**config.mk**
```make
export PLATFORM = sky130hd
export DESIGN_NAME = dmux_dispatch_flat
export DESIGN_NICKNAME = d
export VERILOG_FILES = /design/src/rtl/dmux_dispatch_if.sv /design/src/rtl/dmux_dispatch.sv /design/src/flat_wrapper.sv
export SDC_FILE = /design/constraint.sdc
export NUM_CORES = 1
export LEC_CHECK = 0
export BUFFER_PORTS_ARGS = -buffer_cell sky130_fd_sc_hd__buf_2
export CORE_AREA = 8 8 65 108
export DETAILED_ROUTE_END_ITERATION = 7
export DIE_AREA = 0 0 73 116
export MAX_ROUTING_LAYER = met4
export PLACE_DENSITY = 0.86
export SYNTH_ARGS = -nofsm -noshare
export SYNTH_HDL_FRONTEND = slang
export SYNTH_SLANG_ARGS = --single-unit
```
**constraint.sdc**
```tcl
create_clock -name clk -period 5 [get_ports clk]
set_input_delay 0.75 -clock clk [delete_from_list [all_inputs] [get_ports clk]]
set_output_delay 0.75 -clock clk [all_outputs]
set_load 0.01 [all_outputs]
```
**src/rtl/dmux_dispatch_if.sv**
```systemverilog
`default_nettype none
// ============================================================================
// Module      : dmux_dispatch_if
// Description : Producer-side and lane-side handshake bundle for dmux_dispatch.
// Revision    : 1.0 - initial release
// ============================================================================
interface dmux_dispatch_if #(
    parameter int WIDTH = 16
);
    logic             mode;
    logic [7:0]       lane_en;
    logic             in_valid;
    logic [WIDTH-1:0] in_data;
    logic [2:0]       in_dest;
    logic             in_ready;
    logic [7:0]       out_valid;
    logic [WIDTH-1:0] out_data;
    logic [7:0]       out_ready;
    logic [2:0]       sel;
    logic             busy;
    logic [15:0]      sent_count;

    modport master (
        output mode, lane_en, in_valid, in_data, in_dest, out_ready,
        input  in_ready, out_valid, out_data, sel, busy, sent_count
    );

    modport slave (
        input  mode, lane_en, in_valid, in_data, in_dest, out_ready,
        output in_ready, out_valid, out_data, sel, busy, sent_count
    );
endinterface
`default_nettype wire

```
**src/rtl/dmux_dispatch.sv**
```systemverilog
`default_nettype none
// ============================================================================
// Module      : dmux_dispatch
// Description : One-entry registered stream router onto eight demux lanes.
// Revision    : 1.0 - initial release
// ============================================================================
module dmux_dispatch #(
    parameter int WIDTH = 16
) (
    input  wire logic        clk,
    input  wire logic        rst,
    dmux_dispatch_if.slave   bus
);
    localparam logic [0:0] S_EMPTY = 1'b0;
    localparam logic [0:0] S_FULL  = 1'b1;

    logic [0:0]       r_state;
    logic [0:0]       w_state_next;
    logic [WIDTH-1:0] r_data;
    logic [2:0]       r_sel;
    logic [2:0]       r_ptr;
    logic [15:0]      r_sent;

    logic [2:0]       w_rr_lane;
    logic             w_rr_found;
    logic [2:0]       w_cand;
    logic             w_cand_ok;
    logic             w_full;
    logic             w_depart;
    logic             w_in_ready;
    logic             w_accept;

    // Round-robin search starts at the pointer and wraps through all eight lanes.
    always_comb begin
        w_rr_lane  = 3'd0;
        w_rr_found = 1'b0;
        for (int i = 0; i < 8; i++) begin
            if (!w_rr_found && bus.lane_en[r_ptr + 3'(i)]) begin
                w_rr_lane  = r_ptr + 3'(i);
                w_rr_found = 1'b1;
            end
        end
    end

    assign w_cand     = bus.mode ? bus.in_dest : w_rr_lane;
    assign w_cand_ok  = bus.mode ? bus.lane_en[bus.in_dest] : w_rr_found;
    assign w_full     = (r_state == S_FULL);
    assign w_depart   = w_full & bus.out_ready[r_sel];
    assign w_in_ready = w_cand_ok & (~w_full | w_depart);
    assign w_accept   = bus.in_valid & w_in_ready & ~rst;

    always_ff @(posedge clk) begin
        if (rst) begin
            r_state <= S_EMPTY;
        end else begin
            r_state <= w_state_next;
        end
    end

    always_comb begin
        w_state_next = r_state;
        case (r_state)
            S_EMPTY: if (w_accept)               w_state_next = S_FULL;
            S_FULL:  if (w_depart && !w_accept)  w_state_next = S_EMPTY;
            default:                             w_state_next = S_EMPTY;
        endcase
    end

    // Holding register, pointer and counter; lane and mask changes never touch a held word.
    always_ff @(posedge clk) begin
        if (rst) begin
            r_data <= '0;
            r_sel  <= 3'd0;
            r_ptr  <= 3'd0;
            r_sent <= 16'd0;
        end else begin
            if (w_accept) begin
                r_data <= bus.in_data;
                r_sel  <= w_cand;
                if (!bus.mode) begin
                    r_ptr <= w_cand + 3'd1;
                end
            end
            if (w_depart) begin
                r_sent <= r_sent + 16'd1;
            end
        end
    end

    always_comb begin
        bus.in_ready   = w_in_ready;
        bus.out_valid  = w_full ? (8'b1 << r_sel) : 8'b0;
        bus.out_data   = r_data;
        bus.sel        = r_sel;
        bus.busy       = w_full;
        bus.sent_count = r_sent;
    end
endmodule
`default_nettype wire

```
**src/flat_wrapper.sv**
```systemverilog
// flat-port wrapper written by rule: the top's interface ports become plain ports
module dmux_dispatch_flat 
#(
    parameter int WIDTH = 16
)
  (clk, rst, bus_mode, bus_lane_en, bus_in_valid, bus_in_data, bus_in_dest, bus_out_ready, bus_in_ready, bus_out_valid, bus_out_data, bus_sel, bus_busy, bus_sent_count);
  dmux_dispatch_if #(.WIDTH(WIDTH)) bus_i ();
  input  wire logic clk;
  input  wire logic rst;
  input wire logic [$bits(bus_i.mode)-1:0] bus_mode;
  input wire logic [$bits(bus_i.lane_en)-1:0] bus_lane_en;
  input wire logic [$bits(bus_i.in_valid)-1:0] bus_in_valid;
  input wire logic [$bits(bus_i.in_data)-1:0] bus_in_data;
  input wire logic [$bits(bus_i.in_dest)-1:0] bus_in_dest;
  input wire logic [$bits(bus_i.out_ready)-1:0] bus_out_ready;
  output wire logic [$bits(bus_i.in_ready)-1:0] bus_in_ready;
  output wire logic [$bits(bus_i.out_valid)-1:0] bus_out_valid;
  output wire logic [$bits(bus_i.out_data)-1:0] bus_out_data;
  output wire logic [$bits(bus_i.sel)-1:0] bus_sel;
  output wire logic [$bits(bus_i.busy)-1:0] bus_busy;
  output wire logic [$bits(bus_i.sent_count)-1:0] bus_sent_count;
  assign bus_i.mode = bus_mode;
  assign bus_i.lane_en = bus_lane_en;
  assign bus_i.in_valid = bus_in_valid;
  assign bus_i.in_data = bus_in_data;
  assign bus_i.in_dest = bus_in_dest;
  assign bus_i.out_ready = bus_out_ready;
  assign bus_in_ready = bus_i.in_ready;
  assign bus_out_valid = bus_i.out_valid;
  assign bus_out_data = bus_i.out_data;
  assign bus_sel = bus_i.sel;
  assign bus_busy = bus_i.busy;
  assign bus_sent_count = bus_i.sent_count;
  dmux_dispatch #(.WIDTH(WIDTH)) u_core (.clk(clk), .rst(rst), .bus(bus_i));
endmodule
```
==> reports/metrics.csv, run 1 <==
metric,value,unit
TritonRoute pass-1 iters,4,
Worst IR Drop VDD,0.000195,V
Post-Synth XOR/XNOR Area,4.76,%
final setup fails,0,
Ports,84,
Post-CTS Resized,0,
RR Endpoint,u_core.r_ptr[2]$_SDFFE_PP0P_,
relative max-transition margin,51.7,%
crit-path leading delay family,simple AND/OR/NAND/NOR gates,
area grow syn2layout,18.6,%
vias in the first global route,2789,
Non-Filler Instances,457,
Num CTS Buffers,5,
Via Count,2693,
Die ar.,0.00847,mm2
Post-Syn Nets,347,
Crit path arrival time,4.06,ns
Buf/Inv on CP,1,
critical path cell sequence,inv_1 -> ha_1 -> mux4_2 -> and2_1 -> nor4_2 -> o211a_1 -> and4_1 -> a2111oi_2 -> nor2_1 -> ha_1 -> a2111oi_1 -> a32o_1 -> or3b_1,
Util after Layout,59.1,%
maxcap violations,0,
Main synth FF type,dfxtp_1,
r2r setup slk,1.12,ns
synth warn,0,
GRT busiest layer,met2,
DP Worst Slack,1.15,ns
initial drt markers,263,
DRC,0,
initial antenna violation count,0,
worst hold path depth,2,
Slew @ Worst Pin,0.725,ns
HPWL after DPL,6200,um
Worst Path Required,5.18,ns
Final Critical Period,3.88,ns
Worst Hold Class,reg2reg,
GR met1 Demand/Resource,19.5,%
gr usage total,19.3,%
clock skew,0.00248,ns
Max Fclk,0.257,GHz
setup tns final,0,ns
RSZ-0062 raised after global routing,false,
CTS tree,done,
GRT overflow,0,
Worst-path clk slew,0.08,ns
ys async rst share,0,%
RePlAce Congestion,0.978,
Die Span Y,116,um
Compound-Gate Fraction of Synth Area,15.4,%
FILL cells,499,
initial core utilization,49.9,%
row count,36,
largest net degree at the start of global routing,41,
Nets,423,
"Seq/Total Area, Yosys",28.3,%
via-per-instance ratio,5.89,
Leak,1.45,nW
hold endpoint,u_core.bus.out_data[3]$_SDFFE_PP0P_,
WHS,0.496,ns
CP Launch Type,flop,
CTS Sinks,39,
H-tree depth,2,
mapped cell area,0.00276,mm2
Slowest cell on crit path,ha_1,
cells on worst reg2reg path,13,
critical path type,reg2reg,
mux cell area share after synthesis,23.6,%
core area,0.00554,mm2
Synth Instances,304,
PwrDens,303,mW/mm2
Unique masters post-synth,60,
root buffer cell,clkbuf_8,
outcome,"finished, final reports clean",
number of slew-limit violations in the final report,0,
Adder-Cell Fraction of Synth Area,1.81,%
crit end category,flop,
final period utilization,77.7,%
hold wc startpoint,u_core.bus.out_data[3]$_SDFFE_PP0P_,
routed wire length,7920,um
Worst R2R Start,u_core.r_ptr[1]$_SDFFE_PP0P_,
max incr delay on CP,0.63,ns
Skew-Pair Late Insertion Delay,0.29,ns
placed insts,449,
clk buf depth,2,
cts hold-fix bufs,0,
postcts setup bufs,0,
Die W,73,um
WL/cell,17.3,um
Final Hold Fails,0,
first-pass GRT wire length,12800,um
main combinational cell family by area after synthesis,multiplexers,
Post-synth EDFFs,0,
"Avg Cell Area, Syn",9.09,um2
Inserted Diodes,0,
register area,781,um2
layout cells sized above 1,30.4,%
met2 Use GR,34.4,%
M3 GR Usage,3.29,%
CP dominant cell by count,ha_1,
Synth Register Bits,39,
area of the multi-input gates,0.00184,mm2
simple-gate share of the synthesized area,21.0,%
CP Max Fanout,13,
Post-DRT Antenna Nets,0,
IO buf count,83,
setup slack after layout,1.12,ns
==> final cells by class <==
class	count	area share (%)
Clock buffer	5	2.10
Clock inverter	3	0.611
Inverter	9	1.03
Multi-Input combinational cell	239	56.1
Sequential cell	39	23.8
Tap cell	76	2.90
Timing Repair Buffer	86	13.4
==> report_power, final <==
group | internal [mW] | switching, mW | total [mW] | leakage [nW]
registers | 0.329 | 0.0222 | 0.351 | 0.318
clock network | 0.0971 | 0.116 | 0.213 | 0.0402
logic | 0.184 | 0.246 | 0.430 | 1.09
total | 0.610 | 0.384 | 0.994 | 1.45
==> through the flow <==
stage	area, um2	power, mW
after floorplan	2760	0.683
after global placement	3190	0.775
after detailed placement	3190	0.783
after CTS	3280	0.998
after global routing	3280	1.06
final	3280	0.994
==> worst max-delay path by stage <==
stage	slack, ns	depth (start not counted)	to	startpoint
after floorplan	1.44	16	u_core.r_ptr[2]$_SDFFE_PP0P_	u_core.r_ptr[0]$_SDFFE_PP0P_
after global placement	1.24	13	u_core.r_ptr[2]$_SDFFE_PP0P_	u_core.r_ptr[1]$_SDFFE_PP0P_
after detailed placement	1.15	13	u_core.r_ptr[2]$_SDFFE_PP0P_	u_core.r_ptr[1]$_SDFFE_PP0P_
after CTS	1.12	13	u_core.r_ptr[2]$_SDFFE_PP0P_	u_core.r_ptr[1]$_SDFFE_PP0P_
after global routing	0.75	13	u_core.r_ptr[2]$_SDFFE_PP0P_	u_core.r_ptr[1]$_SDFFE_PP0P_
final	1.12	13	u_core.r_ptr[2]$_SDFFE_PP0P_	u_core.r_ptr[1]$_SDFFE_PP0P_
==> kinds of logic (layout without fill, tap and decap cells) <==
logic type                 count (synthesis)  count (layout)
muxes                                     45              45
buffers and inverters                     26             103
and+or+nand+nor                          117             117
adders and majority gates                  4               4
AOI/OAI and AO/OA                         58              58
xor gates and xnor gates                  15              15
DFF                                       39              39
==> synth_stat cells (6+ instances only) <==
master	number	area share (%)
clkbuf_1	8	1.1
a21oi_1	14	2.5
o21ai_0	8	1.4
dfxtp_1	39	28
nor3_1	6	1.1
nand2_1	18	2.4
mux4_2	11	9.0
inv_1	9	1.2
nand3_1	8	1.4
nor2_1	46	6.3
nand4_1	6	1.4
xnor2_1	8	2.5
nand2b_1	6	1.4
mux2i_1	27	9.8
xor2_1	7	2.2
==> tightest hold or removal path, cell delays in order (launching register included) <==
cell and delay (ns):
dfxtp_1 0.33, mux2i_1 0.07, nor2_1 0.07
==> flip-flops by register name, summed over array words and instances, names as in the netlist <==
name and flops:
u_core.bus.busy 1, u_core.bus.sel 3, u_core.bus.out_data 16, u_core.bus.sent_count 16
u_core.r_ptr 3
==> per-layer routing <==
| layer | share of wire (%) | wire [um] |
|---|---|---|
| met1 | 38 | 3050 |
| met2 | 53 | 4200 |
| met3 | 5.1 | 404 |
| met4 | 3.4 | 270 |
| met5 | 0 | 0 |
==> cell usage in the layout (no fill, tap or decap), types with 3 or more instances in the layout <==
| cell | Yosys | routed |
|---|---|---|
| xnor2_1 | 8 | 8 |
| mux4_2 | 11 | 11 |
| nor3_1 | 6 | 6 |
| clkbuf_8 | 0 | 5 |
| nor2_1 | 46 | 46 |
| dfxtp_1 | 39 | 39 |
| inv_1 | 9 | 9 |
| ha_1 | 4 | 4 |
| mux2i_1 | 27 | 27 |
| buf_2 | 3 | 83 |
| or3_1 | 3 | 3 |
| nand2_1 | 18 | 18 |
| and3_1 | 4 | 4 |
| nand3_1 | 8 | 8 |
| nor2b_1 | 4 | 4 |
| buf_4 | 1 | 3 |
| o21ai_0 | 8 | 8 |
| nand4_1 | 6 | 6 |
| xor2_1 | 7 | 7 |
| and2_1 | 4 | 4 |
| a21oi_1 | 14 | 14 |
| o211ai_1 | 5 | 5 |
| nand2b_1 | 6 | 6 |
| a22oi_1 | 5 | 5 |
No activity file was read; power rests on OpenSTA's default activity.
==> inputs of run 2 (changes only) <==
--- a/config.mk
+++ b/config.mk
@@ -5,12 +5,13 @@
 export SDC_FILE = /design/constraint.sdc
 export NUM_CORES = 1
 export LEC_CHECK = 0
+export ABC_AREA = 1
 export BUFFER_PORTS_ARGS = -buffer_cell sky130_fd_sc_hd__buf_2
-export CORE_AREA = 8 8 65 108
+export CORE_AREA = 8 8 63 105
 export DETAILED_ROUTE_END_ITERATION = 7
-export DIE_AREA = 0 0 73 116
+export DIE_AREA = 0 0 71 113
 export MAX_ROUTING_LAYER = met4
-export PLACE_DENSITY = 0.86
+export PLACE_DENSITY = 0.87
 export SYNTH_ARGS = -nofsm -noshare
 export SYNTH_HDL_FRONTEND = slang
 export SYNTH_SLANG_ARGS = --single-unit
==> constraint.sdc (replaced) <==
create_clock -name clk -period 3.67 [get_ports clk]
set_input_delay 0.5505 -clock clk [delete_from_list [all_inputs] [get_ports clk]]
set_output_delay 0.5505 -clock clk [all_outputs]
set_load 0.01 [all_outputs]
==> run 2 against run 1 <==
Against the previous run:
- final cell count is 18% higher
- register-to-register slack worse by 0.55 ns
- utilization rose by 0.92 points
- count of clock-buffer cells in the layout increased by 1
- sequential share of layout area rose by 1.3 points
- wire length is 1.6% higher
- critical path depth stayed put
- global-route usage is 1.1 points higher
- setup slack worse by 0.67 ns
- sequential power rose by 33%
- highest routed layer unchanged
==> reports/metrics.csv, run 2 <==
metric,value,unit,change
outcome,"finished, final reports clean",,
Slew @ Worst Pin,0.583,ns,-0.141 ns
HPWL after DPL,6560,um,+5.8%
CP dominant cell by count,inv_2,,
CP Max Fanout,9,,-4
TritonRoute pass-1 iters,4,,unchanged
Crit path arrival time,2.68,ns,-1.38 ns
placed insts,533,,+19%
clock skew,0.00537,ns,+0.00289 ns
crit end category,output pin,,
Post-Syn Nets,448,,+29%
RSZ-0062 raised after global routing,false,,
PwrDens,393,mW/mm2,+30%
final period utilization,87.9,%,
core area,0.00517,mm2,-6.7%
Util after Layout,60.0,%,+0.92 points
Die Span Y,113,um,-2.6%
clk buf depth,2,,unchanged
Unique masters post-synth,42,,-30%
crit-path leading delay family,buffers and inverters,,
Flop pwr share,38.4,%,+3.1 points
CP Launch Type,flop,,
gr usage total,20.3,%,+1.1 points
final setup fails,0,,unchanged
number of slew-limit violations in the final report,0,,unchanged
Max Fclk,0.310,GHz,
largest net degree at the start of global routing,27,,-34%
mapped cell area,0.00257,mm2,-7.1%
Slowest cell on crit path,dfxtp_1,,
Worst Path Required,3.12,ns,-2.06 ns
initial core utilization,49.7,%,-0.18 points
Inserted Diodes,0,,unchanged
Skew-Pair Late Insertion Delay,0.28,ns,about the same
WHS,0.462,ns,-0.0338 ns
internal power,791,uW,+30%
maxcap violations,0,,unchanged
first-pass GRT wire length,13000,um,+1.1%
Nets,528,,+25%
P_sw,428,uW,+12%
root buffer cell,clkbuf_8,,
Compound-Gate Fraction of Synth Area,13.0,%,-2.4 points
Synth Instances,405,,+33%
max incr delay on CP,0.61,ns,-0.02 ns
combinational share of power,31.5,%,-12 points
critical path type,reg2out,,
DP Worst Slack,0.625,ns,-0.520 ns
Post-DRT Antenna Nets,0,,unchanged
"most common cell after layout, fill and taps aside",nand2_1,,
"Avg Cell Area, Syn",6.34,um2,-30%
setup slack after layout,0.444,ns,-0.672 ns
Worst IR Drop VDD,0.000486,V,+150%
Synth top area share,30.4,%,+2.1 points
Final Hold Fails,0,,unchanged
DRC,0,,unchanged
RePlAce Congestion,0.913,,-6.6%
Non-Filler Instances,541,,+18%
Adder-Cell Fraction of Synth Area,1.95,%,+0.14 points
worst hold path depth,2,,unchanged
main combinational cell family by area after synthesis,simple AND/OR/NAND/NOR gates,,
Worst R2R Start,u_core.r_ptr[1]$_SDFFE_PP0P_,,
Ports,84,,unchanged
most frequent cell after synthesis,nand2_1,,
clock share of power,30.1,%,+8.7 points
synth warn,0,,unchanged
row count,35,,-2.8%
Tot Pwr,1.22,mW,+23%
ys async rst share,0,%,unchanged
initial antenna violation count,0,,unchanged
Leak,1.54,nW,+6.5%
most instantiated cells after synthesis,"nand2_1, nand3_1, a21oi_1",,
cts hold-fix bufs,0,,unchanged
area grow syn2layout,20.9,%,
setup tns final,0,ns,unchanged
hold endpoint,u_core.bus.out_data[10]$_SDFFE_PP0P_,,
vias in the first global route,2937,,+5.3%
layout cells sized above 1,24.7,%,-5.8 points
final instance area,0.00310,mm2,-5.3%
Die W,71,um,-2.7%
Die ar.,0.00802,mm2,-5.3%
r2r setup slk,0.57,ns,-0.55 ns
IO buf count,83,,unchanged
CTS Sinks,39,,unchanged
Post-CTS Resized,0,,unchanged
WL/cell,14.9,um,-14%
Post-synth EDFFs,0,,unchanged
relative max-transition margin,61.1,%,+9.4 points
synth top area cells,"dfxtp_1, nand2_1, nand3_1",,
Synth Register Bits,39,,unchanged
"area leader, netlist",dfxtp_1,,
hold wc startpoint,u_core.bus.out_data[10]$_SDFFE_PP0P_,,
critical path cell sequence,inv_2 -> ha_1 -> inv_2 -> nand3_1 -> nand2_1 -> inv_2 -> a21oi_1 -> inv_2 -> nor2_4 -> nand3_2 -> nand2_1 -> inv_2 -> buf_2,,
Worst-path clk slew,0.08,ns,about the same
"Seq/Total Area, Yosys",30.4,%,+2.1 points
mux cell area share after synthesis,0,%,-24 points
Post-DP Area,0.00299,mm2,-6.3%
CTS tree,done,,
RR Endpoint,u_core.r_ptr[2]$_SDFFE_PP0P_,,
Buf/Inv on CP,6,,+5
cells on worst reg2reg path,22,,+9
GRT overflow,0,,unchanged
simple-gate share of the synthesized area,42.6,%,+22 points
Via Count,2931,,+8.8%
Main synth FF type,dfxtp_1,,
"commonest non-fill, non-tap cells in the layout","nand2_1, buf_2, nand3_1",,
Num CTS Buffers,5,,unchanged
routed wire length,8050,um,+1.6%
crit path launch,u_core.r_ptr[1]$_SDFFE_PP0P_,,
H-tree depth,2,,unchanged
Final Critical Period,3.23,ns,
initial drt markers,196,,-25%
sw frac,35.1,%,-3.5 points
Worst Hold Class,reg2reg,,
postcts setup bufs,0,,unchanged
Post-Synth XOR/XNOR Area,3.02,%,-1.7 points
via-per-instance ratio,5.42,,-8.1%
[run 2: area by class of cell]
cell class	instances	area, um2
Fill cell	516	2060
Sequential cell	39	781
Tap cell	55	68.8
Timing Repair Buffer	84	423
Clock buffer	6	82.6
Clock inverter	2	35.0
Multi-Input combinational cell	314	1560
Inverter	41	156
[run 2: kinds of logic after synthesis]
group,count (synthesis)
XOR/XNOR,5
flip-flops,39
buffers and inverters,52
AND/OR/NAND/NOR,243
AO/OA/AOI/OAI,62
adder cells (fa/ha/maj),4
[run 2: power by group through the flow]
stage          logic [mW]  registers (mW)  clock network (mW)
3_5_place_dp        0.381           0.477                   0
2_1_floorplan       0.279           0.471                   0
6_report            0.384           0.468               0.367
3_3_place_gp        0.377           0.476                   0
5_1_grt             0.426           0.471               0.387
4_1_cts             0.383           0.468               0.370
[run 2: worst max-delay path by stage]
stage,to,depth (start not counted)
2_1_floorplan,u_core.r_ptr[2]$_SDFFE_PP0P_,23
3_3_place_gp,u_core.r_ptr[2]$_SDFFE_PP0P_,22
3_5_place_dp,u_core.r_ptr[2]$_SDFFE_PP0P_,22
4_1_cts,bus_in_ready,13
5_1_grt,bus_in_ready,13
6_report,bus_in_ready,13
[run 2: metal layers]
metal,GRT usage (%),part of all wire (%),vias to the layer above
li1,-,-,1474
met1,18.0,35,1319
met2,39.5,57,109
met3,2.30,3.2,29
met4,11.9,4.3,0
met5,-,0,-
[run 2: tightest hold or removal path, stage by stage (launching register included)]
cell	delay, ns
dfxtp_1	0.31
nand2_1	0.06
a21oi_1	0.05
